### src/rtl/board_pkg.sv
// Shared types and line geometry for the tic-tac-toe board store.
// A "line" is a row, column, main diagonal or anti-diagonal of a SIDE x SIDE board.
package board_pkg;

  typedef enum logic [1:0] {READY, SNAP, CLEAR} state_t;

  localparam logic [2:0] GO_NONE = 3'd0;
  localparam logic [2:0] GO_ROW  = 3'd1;
  localparam logic [2:0] GO_COL  = 3'd2;
  localparam logic [2:0] GO_DIAG = 3'd3;
  localparam logic [2:0] GO_ANTI = 3'd4;
  localparam logic [2:0] GO_DRAW = 3'd5;

  // Scan order: rows, columns, main diagonal, anti-diagonal.
  function automatic int line_cell(int side, int line, int pos);
    if (line < side)           return line * side + pos;
    else if (line < 2 * side)  return pos * side + (line - side);
    else if (line == 2 * side) return pos * side + pos;
    else                       return pos * side + (side - 1 - pos);
  endfunction

  function automatic logic [2:0] line_kind(int side, int line);
    if (line < side)           return GO_ROW;
    else if (line < 2 * side)  return GO_COL;
    else if (line == 2 * side) return GO_DIAG;
    else                       return GO_ANTI;
  endfunction

  function automatic int line_index(int side, int line);
    if (line < side)          return line;
    else if (line < 2 * side) return line - side;
    else                      return 0;
  endfunction

endpackage

### src/rtl/win_scanner.sv
// Sequential win/draw scanner: walks every line one cell per cycle and latches
// the pass result into go_* after the last cell of the last line.
module win_scanner
  import board_pkg::*;
#(
  parameter int SIDE   = 4,
  parameter int CELL_W = 2,
  parameter int AW     = $clog2(SIDE * SIDE),
  parameter int IW     = $clog2(SIDE)
) (
  input  logic              clk,
  input  logic              rst_n,
  input  logic              restart_i,
  input  logic              clear_go_i,
  input  logic [CELL_W-1:0] cell_i,
  output logic [AW-1:0]     cell_addr_o,
  output logic              go_valid_o,
  output logic [2:0]        go_kind_o,
  output logic [IW-1:0]     go_index_o,
  output logic [CELL_W-1:0] go_winner_o
);

  localparam int NLINES = 2 * SIDE + 2;
  localparam int LW     = $clog2(NLINES);

  logic [LW-1:0]     line_q, line_d;
  logic [IW-1:0]     pos_q, pos_d;
  logic [CELL_W-1:0] first_q, first_d;
  logic              eq_q, eq_d;
  logic              empty_q, empty_d;
  logic              found_q, found_d;
  logic [2:0]        fkind_q, fkind_d;
  logic [IW-1:0]     fidx_q, fidx_d;
  logic [CELL_W-1:0] fmark_q, fmark_d;
  logic              go_valid_q, go_valid_d;
  logic [2:0]        go_kind_q, go_kind_d;
  logic [IW-1:0]     go_index_q, go_index_d;
  logic [CELL_W-1:0] go_winner_q, go_winner_d;

  logic [CELL_W-1:0] first_cur, mark_cur;
  logic              eq_cur, empty_cur, last_pos, last_line, win_now, found_cur;
  logic [2:0]        kind_cur;
  logic [IW-1:0]     idx_cur;

  assign cell_addr_o = AW'(line_cell(SIDE, int'(line_q), int'(pos_q)));

  assign first_cur = (pos_q == '0) ? cell_i : first_q;
  assign eq_cur    = (pos_q == '0) ? (cell_i != '0) : (eq_q && (cell_i == first_q));
  assign empty_cur = empty_q || (cell_i == '0);
  assign last_pos  = (pos_q == IW'(SIDE - 1));
  assign last_line = (line_q == LW'(NLINES - 1));
  // Only the first winning line of a pass is recorded.
  assign win_now   = last_pos && eq_cur && !found_q;
  assign found_cur = found_q || win_now;
  assign kind_cur  = win_now ? line_kind(SIDE, int'(line_q)) : fkind_q;
  assign idx_cur   = win_now ? IW'(line_index(SIDE, int'(line_q))) : fidx_q;
  assign mark_cur  = win_now ? first_cur : fmark_q;

  always_comb begin
    line_d      = line_q;
    pos_d       = pos_q + 1'b1;
    first_d     = first_cur;
    eq_d        = eq_cur;
    empty_d     = empty_cur;
    found_d     = found_cur;
    fkind_d     = kind_cur;
    fidx_d      = idx_cur;
    fmark_d     = mark_cur;
    go_valid_d  = go_valid_q;
    go_kind_d   = go_kind_q;
    go_index_d  = go_index_q;
    go_winner_d = go_winner_q;

    if (last_pos) begin
      pos_d = '0;
      if (last_line) begin
        line_d      = '0;
        go_valid_d  = found_cur || !empty_cur;
        go_kind_d   = found_cur ? kind_cur : (empty_cur ? GO_NONE : GO_DRAW);
        go_index_d  = found_cur ? idx_cur : '0;
        go_winner_d = found_cur ? mark_cur : '0;
        empty_d     = 1'b0;
        found_d     = 1'b0;
        fkind_d     = GO_NONE;
        fidx_d      = '0;
        fmark_d     = '0;
      end else begin
        line_d = line_q + 1'b1;
      end
    end

    if (restart_i) begin
      line_d  = '0;
      pos_d   = '0;
      first_d = '0;
      eq_d    = 1'b0;
      empty_d = 1'b0;
      found_d = 1'b0;
      fkind_d = GO_NONE;
      fidx_d  = '0;
      fmark_d = '0;
    end

    if (clear_go_i) begin
      go_valid_d  = 1'b0;
      go_kind_d   = GO_NONE;
      go_index_d  = '0;
      go_winner_d = '0;
    end
  end

  always_ff @(posedge clk or negedge rst_n) begin
    if (!rst_n) begin
      line_q      <= '0;
      pos_q       <= '0;
      first_q     <= '0;
      eq_q        <= 1'b0;
      empty_q     <= 1'b0;
      found_q     <= 1'b0;
      fkind_q     <= GO_NONE;
      fidx_q      <= '0;
      fmark_q     <= '0;
      go_valid_q  <= 1'b0;
      go_kind_q   <= GO_NONE;
      go_index_q  <= '0;
      go_winner_q <= '0;
    end else begin
      line_q      <= line_d;
      pos_q       <= pos_d;
      first_q     <= first_d;
      eq_q        <= eq_d;
      empty_q     <= empty_d;
      found_q     <= found_d;
      fkind_q     <= fkind_d;
      fidx_q      <= fidx_d;
      fmark_q     <= fmark_d;
      go_valid_q  <= go_valid_d;
      go_kind_q   <= go_kind_d;
      go_index_q  <= go_index_d;
      go_winner_q <= go_winner_d;
    end
  end

  assign go_valid_o  = go_valid_q;
  assign go_kind_o   = go_kind_q;
  assign go_index_o  = go_index_q;
  assign go_winner_o = go_winner_q;

endmodule

### src/rtl/board_store.sv
// Live board + VGA shadow copy with a multi-cycle snapshot/clear engine and
// a continuously running win/draw scanner.
//   state | meaning
//   READY | writes accepted, save starts a snapshot
//   SNAP  | copying one live cell per cycle into the shadow
//   CLEAR | zeroing one live cell per cycle after a finished game
module board_store
  import board_pkg::*;
#(
  parameter int SIDE   = 4,
  parameter int CELL_W = 2,
  parameter int AW     = $clog2(SIDE * SIDE)
) (
  input  logic                    clk,
  input  logic                    rst_n,
  input  logic                    wen,
  input  logic [AW-1:0]           waddr,
  input  logic [CELL_W-1:0]       wdata,
  output logic                    wready,
  output logic [CELL_W-1:0]       wrdata,
  input  logic [AW-1:0]           raddr,
  output logic [CELL_W-1:0]       rdata,
  input  logic                    save,
  output logic                    snap_busy,
  output logic                    snap_done,
  output logic                    go_valid,
  output logic [2:0]              go_kind,
  output logic [$clog2(SIDE)-1:0] go_index,
  output logic [CELL_W-1:0]       go_winner
);

  localparam int DEPTH = SIDE * SIDE;
  localparam logic [AW:0] DEPTH_V = (AW + 1)'(DEPTH);

  logic [CELL_W-1:0] mem_q    [DEPTH];
  logic [CELL_W-1:0] shadow_q [DEPTH];

  state_t        state_q, state_d;
  logic [AW-1:0] cnt_q, cnt_d;
  logic          pend_q, pend_d;
  logic          snap_done_q, snap_done_d;
  logic          do_write, restart, clear_go, accept, cnt_last;
  logic          waddr_ok, raddr_ok;
  logic [AW-1:0]     scan_addr;
  logic [CELL_W-1:0] scan_cell;

  assign waddr_ok = ({1'b0, waddr} < DEPTH_V);
  assign raddr_ok = ({1'b0, raddr} < DEPTH_V);
  assign accept   = wen && (state_q == READY);
  assign cnt_last = (cnt_q == AW'(DEPTH - 1));

  always_comb begin
    state_d     = state_q;
    cnt_d       = cnt_q;
    pend_d      = pend_q;
    snap_done_d = 1'b0;
    do_write    = 1'b0;
    restart     = 1'b0;
    clear_go    = 1'b0;
    unique case (state_q)
      READY: begin
        if (accept) begin
          restart = 1'b1;
          if (go_valid) begin
            state_d  = CLEAR;
            cnt_d    = '0;
            clear_go = 1'b1;
            pend_d   = save;
          end else begin
            do_write = waddr_ok;
            if (save) begin
              state_d = SNAP;
              cnt_d   = '0;
            end
          end
        end else if (save) begin
          state_d = SNAP;
          cnt_d   = '0;
        end
      end
      SNAP: begin
        cnt_d = cnt_q + 1'b1;
        if (cnt_last) begin
          state_d     = READY;
          cnt_d       = '0;
          snap_done_d = 1'b1;
        end
      end
      CLEAR: begin
        // Hold the scanner idle so a pass cannot latch a half-cleared board.
        restart = 1'b1;
        pend_d  = pend_q || save;
        cnt_d   = cnt_q + 1'b1;
        if (cnt_last) begin
          cnt_d   = '0;
          pend_d  = 1'b0;
          state_d = (pend_q || save) ? SNAP : READY;
        end
      end
      default: state_d = READY;
    endcase
  end

  always_ff @(posedge clk or negedge rst_n) begin
    if (!rst_n) begin
      state_q     <= READY;
      cnt_q       <= '0;
      pend_q      <= 1'b0;
      snap_done_q <= 1'b0;
    end else begin
      state_q     <= state_d;
      cnt_q       <= cnt_d;
      pend_q      <= pend_d;
      snap_done_q <= snap_done_d;
    end
  end

  always_ff @(posedge clk or negedge rst_n) begin
    if (!rst_n) begin
      for (int i = 0; i < DEPTH; i++) begin
        mem_q[i]    <= '0;
        shadow_q[i] <= '0;
      end
    end else begin
      if (state_q == CLEAR)   mem_q[cnt_q] <= '0;
      else if (do_write)      mem_q[waddr] <= wdata;
      if (state_q == SNAP)    shadow_q[cnt_q] <= mem_q[cnt_q];
    end
  end

  assign scan_cell = mem_q[scan_addr];

  win_scanner #(
    .SIDE   (SIDE),
    .CELL_W (CELL_W),
    .AW     (AW),
    .IW     ($clog2(SIDE))
  ) u_scanner (
    .clk         (clk),
    .rst_n       (rst_n),
    .restart_i   (restart),
    .clear_go_i  (clear_go),
    .cell_i      (scan_cell),
    .cell_addr_o (scan_addr),
    .go_valid_o  (go_valid),
    .go_kind_o   (go_kind),
    .go_index_o  (go_index),
    .go_winner_o (go_winner)
  );

  assign wready    = (state_q == READY);
  assign snap_busy = (state_q == SNAP);
  assign snap_done = snap_done_q;
  assign wrdata    = waddr_ok ? mem_q[waddr] : '0;
  assign rdata     = raddr_ok ? shadow_q[raddr] : '0;

endmodule

### config.mk
export PLATFORM = sky130hd
export DESIGN_NAME = board_store
export DESIGN_NICKNAME = d
export VERILOG_FILES = /design/src/rtl/board_pkg.sv /design/src/rtl/win_scanner.sv /design/src/rtl/board_store.sv
export SDC_FILE = /design/constraint.sdc
export NUM_CORES = 1
export LEC_CHECK = 0
export BUFFER_PORTS_ARGS = -buffer_cell sky130_fd_sc_hd__buf_2
export CORE_UTILIZATION = 62
export DETAILED_ROUTE_END_ITERATION = 12
export GPL_ROUTABILITY_DRIVEN = 0
export GPL_TIMING_DRIVEN = 0
export PLACE_DENSITY = 0.92
export SETUP_SLACK_MARGIN = 0.2
export SYNTH_ARGS = -nofsm -noshare
export SYNTH_HDL_FRONTEND = slang
export SYNTH_SLANG_ARGS = --single-unit
### constraint.sdc
create_clock -name clk -period 5.2 [get_ports clk]
set_input_delay 0.26 -clock clk [delete_from_list [all_inputs] [get_ports clk]]
set_output_delay 0.26 -clock clk [all_outputs]
set_load 0.02 [all_outputs]
==> flow_summary.yaml, run 1 <==
status:
  outcome: "finished clean"
power:
  p_total_w: 0.00340
  powerDensity_mw_per_mm2: 525
  pwr-share-clk_pct: 15.9
  power.combinational.fraction_pct: 46.7
  switching_power_w: 0.00146
  leakagePower_nw: 2.69
  peakVddDrop_mv: 0.247
  p_int_w: 0.00193
  netSwitchingFraction_pct: 43.1
  seq_power_share_pct: 37.4
setup_path:
  timing.critical_path.arrival_ns: 4.97
  worst_path_largest_cell_delay_ns: 0.56
  crit_path_top_delay_cell: "a2111oi_0"
  crit_family: "compound AO/OA/AOI/OAI gates"
  maximum_net_fanout_on_the_critical_path: 10
  critical_path.startpoint_type: "flop"
  worst-setup-path-type: "flop to flop"
  cp_cell_sequence: "buf_2, clkbuf_1, inv_1, ha_1, clkbuf_1, o21ai_1, nand2_1, a2111oi_0, a2111oi_1, a211o_1, a221o_2, nor3_4, mux2i_1, o21ai_1"
  critical_path.n_buffers_inverters: 4
  crit_path_end_kind: "flop"
  required_ns: 5.46
floorplan:
  num_rows: 35
  initial_core_util_pct: 64.2
  ioPinCount: 29
  fp.dieH_um: 99.8
  design.core.area_mm2: 0.00924
  floorplan.die_area_mm2: 0.00997
  dieWidth_um: 99.8
clock_network:
  cts_max_level: 3
  worst_setup_hold_path_clk_slew_ns: 0.10
  clockBufferDepth: 2
  clock_latency_on_the_worst_skew_pair_ns: 0.37
  cts_tree: "done"
  tritoncts.num_buffers: 9
  cts_num_sinks: 98
  root_cell_of_the_clock_tree: "clkbuf_8"
place:
  placedInstanceArea_mm2: 0.00624
  portbufs: 22
  hpwl_detailed_mm: 10.7
logic_synthesis:
  cell_count_after_synthesis: 574
  syn-num-nets: 601
  area_fraction_of_the_dominant_cell_type_after_synthesis_pct: 41.3
  synthFlopType: "dfrtp_1"
  sequential_cell_area_fraction_in_the_yosys_report_pct: 41.3
  synthDominantAreaCellType: "dfrtp_1"
  synth_enable_flop_cells: 0
  post_synthesis_instance_area_mm2: 0.00593
  post_synth_main_area_contributors: "dfrtp_1, mux4_2, mux2_2, o21ai_0, nand2_1"
  netlist-cell-type-count: 71
  synth-seq-cells: 98
  synth_area_per_inst_um2: 10.3
  async_flop_share_pct: 100
  ys.warnings.count: 0
cells_and_area:
  layout_area_overhead_pct: 9.00
  nets: 636
  post-route-util_pct: 70.0
  layout-drive-gt1-share_pct: 20.7
  stdcell_area_mm2: 0.00647
  layout.cells.most_common: "dfrtp_1"
  mostFrequentLayoutCells: "dfrtp_1, o21ai_0, nand2_1, nor2_1, mux2_2"
  diodes: 0
  fill_cells: 626
timing:
  tmin_final_ns: 4.71
  fin_skew_ns: 0.0146
  fmax_mhz: 212
  setup_total_negative_slack_ns: 0
  worst_slew_pin_slew_ns: 0.759
  min_period_over_period_pct: 90.6
  final_max_slew_viols: 0
  rsz0062_at_grt: "false"
  fin_worst_hold_slack_ns: 0.248
  setup_viol: 0
  report.final.hold_viol_count: 0
  slew_headroom_pct: 49.4
drt:
  remaining_drc_errors: 0
  totalWireLength_mm: 15.2
  avgViaCountPerCell: 6.86
  detailedRoute.firstPassIterationCount: 6
  detail-route-antenna-nets: 0
  wl_per_cell_um: 20.5
  routed-via-count: 5099
  first_iter_violations: 652
global_routing:
  grt_overflow_total: 0
  grt_max_degree: 51
  grt_util_all_layers_pct: 32.4
  first_global_vias: 4977
  grt_first_pass_wirelength_mm: 24.8
  number_of_antenna_violations_at_the_first_check_in_global_routing: 0
  global_route.usage.met1_pct: 44.8
  busiest_layer: "met2"
  use_met2_pct: 51.0
  met3_usage_pct: 5.57
min_path:
  holdCritPathClass: "input port to flop"
run:
  max-cap-violations: 0
[sequential cells by signal, indices dropped and copies added, names as in the netlist]
name                   flops
shadow_q                  32
u_scanner.go_index_o       2
u_scanner.go_winner_o      2
snap_done                  1
pend_q                     1
u_scanner.line_q           4
cnt_q                      4
u_scanner.empty_q          1
u_scanner.go_kind_o        3
u_scanner.fidx_q           2
u_scanner.fmark_q          2
mem_q                     32
u_scanner.pos_q            2
u_scanner.go_valid_o       1
u_scanner.first_q          2
state_q                    2
u_scanner.fkind_q          3
u_scanner.eq_q             1
u_scanner.found_q          1
[layer usage]
layer / part of all wire, % / routed length [µm] / vias to the layer above
met5: 0 / 0 / -
met4: 3.3 / 509 / 0
met3: 9.6 / 1470 / 63
met2: 48 / 7380 / 365
met1: 39 / 5870 / 2467
li1: - / - / 2204
[tightest hold or removal path: stages]
cell     delay, ns
buf_2         0.12
a21oi_1       0.07
o21ai_0       0.13
[synth_stat cells (3+ instances only)]
cell type   n
clkbuf_1   24
buf_2       5
o21ai_0    64
a21oi_1    12
dfrtp_1    98
and3_1      5
inv_1      18
nand2b_1   11
ha_1       13
mux2_2     35
nor2_1     42
o21ai_1     6
a41oi_1     3
or3_1       3
nor2b_1     8
o211ai_1   18
nand2_1    59
mux2i_1     9
mux4_2     30
o22ai_1     3
o31ai_1     4
a2111oi_0   4
and2_1      3
nor4_1      4
nand3_1    19
nand3b_1    3
nor3_1     12
[layout make-up]
class                           count  area (µm²)  area share, %
Sequential cell                    98        2450           37.9
Clock inverter                      6        83.8           1.30
Timing Repair Buffer               24         150           2.32
Multi-Input combinational cell    426        3280           50.7
Clock buffer                       10         138           2.13
Inverter                           18        67.6           1.04
Buffer                             32         134           2.07
Tap cell                          129         161           2.50
[stage by stage]
step           cells  setup WS (ns)
2_1_floorplan    574           1.55
3_3_place_gp     725          0.923
3_5_place_dp     726          0.731
4_1_cts          743          0.565
5_1_grt          743          0.266
6_report         743          0.490
[cells by family (layout without fill, tap and decap cells)]
logic type / count (synthesis) / in the layout / synth area share [%]
and+or+nand+nor: 193 / 193 / 16.8
AOI/OAI and AO/OA: 142 / 142 / 15.6
DFF: 98 / 98 / 41.3
muxes: 75 / 75 / 19.7
buffers and inverters: 50 / 90 / 3.39
adders and majority gates: 13 / 13 / 2.74
xor gates and xnor gates: 3 / 3 / 0.443
[worst paths after layout]
path                                                            from                                   end  slack, ns  cells after the start
worst min register to register  u_scanner.go_winner_o[1]$_DFFE_PN0P_  u_scanner.go_winner_o[1]$_DFFE_PN0P_       0.50                      2
worst max-delay path                 u_scanner.line_q[3]$_DFFE_PN0P_   u_scanner.go_index_o[0]$_DFFE_PN0P_       0.49                     14
worst min-delay path                                            save                state_q[0]$_DFFE_PN0P_       0.25                      3
max in group asynchronous                                      rst_n                  cnt_q[0]$_DFFE_PN0P_       4.09                      3
min in group asynchronous                                      rst_n                 mem_q[19]$_DFFE_PN0P_       0.44                      2
worst max register to register       u_scanner.line_q[3]$_DFFE_PN0P_   u_scanner.go_index_o[0]$_DFFE_PN0P_       0.49                     14
[power groups by stage]
stage	sequential, W	clock, W	combinational, W
global route	0.00129	0.000573	0.00171
global placement	0.00125	0	0.00145
floorplan	0.00116	0	0.00119
finish	0.00127	0.000541	0.00159
detailed placement	0.00127	0	0.00152
CTS	0.00125	0.000541	0.00155
[what timing repair did]
action	4_1_cts	5_1_grt
hold buffers	1	0
buffers inserted	0	0
endpoints found under the hold margin	48	0
gates resized for setup	0	1
endpoints found under the setup margin	0	10
Note: power is estimated with default switching activity, not from simulation.
==> run 2, diff against run 1 <==
--- a/config.mk
+++ b/config.mk
@@ -6,11 +6,11 @@
 export NUM_CORES = 1
 export LEC_CHECK = 0
 export BUFFER_PORTS_ARGS = -buffer_cell sky130_fd_sc_hd__buf_2
-export CORE_UTILIZATION = 62
+export CORE_UTILIZATION = 55
 export DETAILED_ROUTE_END_ITERATION = 12
 export GPL_ROUTABILITY_DRIVEN = 0
 export GPL_TIMING_DRIVEN = 0
-export PLACE_DENSITY = 0.92
+export PLACE_DENSITY = 0.85
 export SETUP_SLACK_MARGIN = 0.2
 export SYNTH_ARGS = -nofsm -noshare
 export SYNTH_HDL_FRONTEND = slang
==> flow_summary.yaml, run 2 (synthesized netlist as in run 1, its figures left out) <==
status:
  outcome: "finished clean"
place:
  placed_insts: 733
  placedInstanceArea_mm2: 0.00624
  portbufs: 22
  hpwl_detailed_mm: 10.9
timing:
  report.final.hold_viol_count: 0
  rsz0062_at_grt: "false"
  final_max_slew_viols: 0
  slew_headroom_pct: 53.1
  fin_skew_ns: 0.0129
  worst_slew_pin_slew_ns: 0.704
  tmin_final_ns: 4.57
  min_period_over_period_pct: 88.0
  fin_worst_hold_slack_ns: 0.239
  setup_viol: 0
  fmax_mhz: 219
  setup_total_negative_slack_ns: 0
setup_path:
  crit_path_top_delay_cell: "a2111oi_0"
  crit_family: "compound AO/OA/AOI/OAI gates"
  critical_path.startpoint_type: "flop"
  worst_path_largest_cell_delay_ns: 0.61
  worst-setup-path-type: "flop to flop"
  most_common_cell_on_crit_path: "a2111oi_0"
  required_ns: 5.47
  critical_path.n_buffers_inverters: 5
  maximum_net_fanout_on_the_critical_path: 10
  cp_cell_sequence: "buf_2, clkbuf_1, inv_1, ha_1, inv_1, clkbuf_1, nand4_1, nand2_1, a2111oi_0, a2111oi_0, a2111oi_0, a221o_2, nor3_4, mux2i_1, o21ai_1"
  crit_path_end_kind: "flop"
  timing.critical_path.arrival_ns: 4.85
run:
  max-cap-violations: 0
clock_network:
  clockBufferDepth: 2
  root_cell_of_the_clock_tree: "clkbuf_8"
  cts_max_level: 3
  post_cts_buffers: 0
  worst_setup_hold_path_clk_slew_ns: 0.10
  holdBufCountCts: 1
  cts_num_sinks: 98
  cts_tree: "done"
  clock_latency_on_the_worst_skew_pair_ns: 0.38
  postCtsResizedCells: 0
  tritoncts.num_buffers: 9
cells_and_area:
  biggestRegsByFlops: "mem_q x32, shadow_q x32"
  nets: 636
  finalNonFillerCells: 750
  fill_cells: 835
  layout.cells.most_common: "dfrtp_1"
  layout_area_overhead_pct: 8.64
  stdcell_area_mm2: 0.00645
  layout-drive-gt1-share_pct: 20.7
  diodes: 0
  mostFrequentLayoutCells: "dfrtp_1, o21ai_0, nand2_1, nor2_1, mux2_2"
floorplan:
  fp.dieH_um: 106
  ioPinCount: 29
  initial_core_util_pct: 57.2
  design.core.area_mm2: 0.0104
  dieWidth_um: 106
  floorplan.die_area_mm2: 0.0112
  num_rows: 37
min_path:
  holdCritPathClass: "input port to flop"
global_routing:
  grt_first_pass_wirelength_mm: 25.4
  busiest_layer: "met2"
  met3_usage_pct: 6.86
  grt_max_degree: 65
  global_route.usage.met1_pct: 38.6
  first_global_vias: 5044
  grt_util_all_layers_pct: 29.2
  grt_overflow_total: 0
  number_of_antenna_violations_at_the_first_check_in_global_routing: 0
  use_met2_pct: 46.2
drt:
  detailedRoute.firstPassIterationCount: 6
  detail-route-antenna-nets: 0
  routed-via-count: 4935
  avgViaCountPerCell: 6.58
  totalWireLength_mm: 14.9
  wl_per_cell_um: 19.9
  first_iter_violations: 453
  remaining_drc_errors: 0
power:
  powerDensity_mw_per_mm2: 516
  p_total_w: 0.00333
  leakagePower_nw: 2.68
  peakVddDrop_mv: 0.252
run 2: cell types whose count changed in the layout (fill, tap and decap cells not counted), sizes merged:
cell	change
bufinv	-1
clkbuf	-1
clkinv	-1
clkinvlp	+1
inv	+2
run 2: layer usage:
layer / part of all wire, % / routed length, µm
met1: 41 / 6060
met4: 3.5 / 518
met5: 0 / 0
met2: 48 / 7090
met3: 8.3 / 1240
run 2: per-stage QoR:
stage	worst slack [ns]	utilization [%]
6_report	0.626	62.2
4_1_cts	0.774	62.2
3_5_place_dp	0.831	60.2
2_1_floorplan	1.55	-
3_3_place_gp	0.927	59.9
5_1_grt	0.207	62.2
run 2: path summary, 6_finish.rpt:
path                                                     from                                   to  slack (ns)  cells after the start
max reg2reg                   u_scanner.line_q[3]$_DFFE_PN0P_  u_scanner.go_index_o[1]$_DFFE_PN0P_        0.63                     15
min                                                      save               state_q[0]$_DFFE_PN0P_        0.24                      3
max in group asynchronous                               rst_n               state_q[0]$_DFFE_PN0P_        4.18                      3
max                           u_scanner.line_q[3]$_DFFE_PN0P_  u_scanner.go_index_o[1]$_DFFE_PN0P_        0.63                     15
min reg2reg                u_scanner.go_kind_o[0]$_DFFE_PN0P_   u_scanner.go_kind_o[0]$_DFFE_PN0P_        0.49                      2
min in group asynchronous                               rst_n                mem_q[17]$_DFFE_PN0P_        0.36                      2
run 2: layout make-up:
class | count | area [µm²] | share of cell area [%]
multi-input combinational | 426 | 3280 | 50.9
sequential | 98 | 2450 | 38.0
tap | 136 | 170 | 2.64
timing repair buffer | 24 | 150 | 2.33
buffer | 32 | 134 | 2.08
clock buffer | 9 | 124 | 1.92
clock inverter | 7 | 68.8 | 1.07
inverter | 18 | 67.6 | 1.05
run 2: worst min-delay path: cells and delay by family:
kind,cells,cell delay [ns]
buffers and inverters,1,0.12
AOI/OAI and AO/OA,2,0.20
run 2: power breakdown:
part / switching [W] / total, W / internal (W)
sequential: 0.000258 / 0.00127 / 0.00101
clock: 0.000308 / 0.000496 / 0.000187
combinational: 0.000890 / 0.00156 / 0.000673
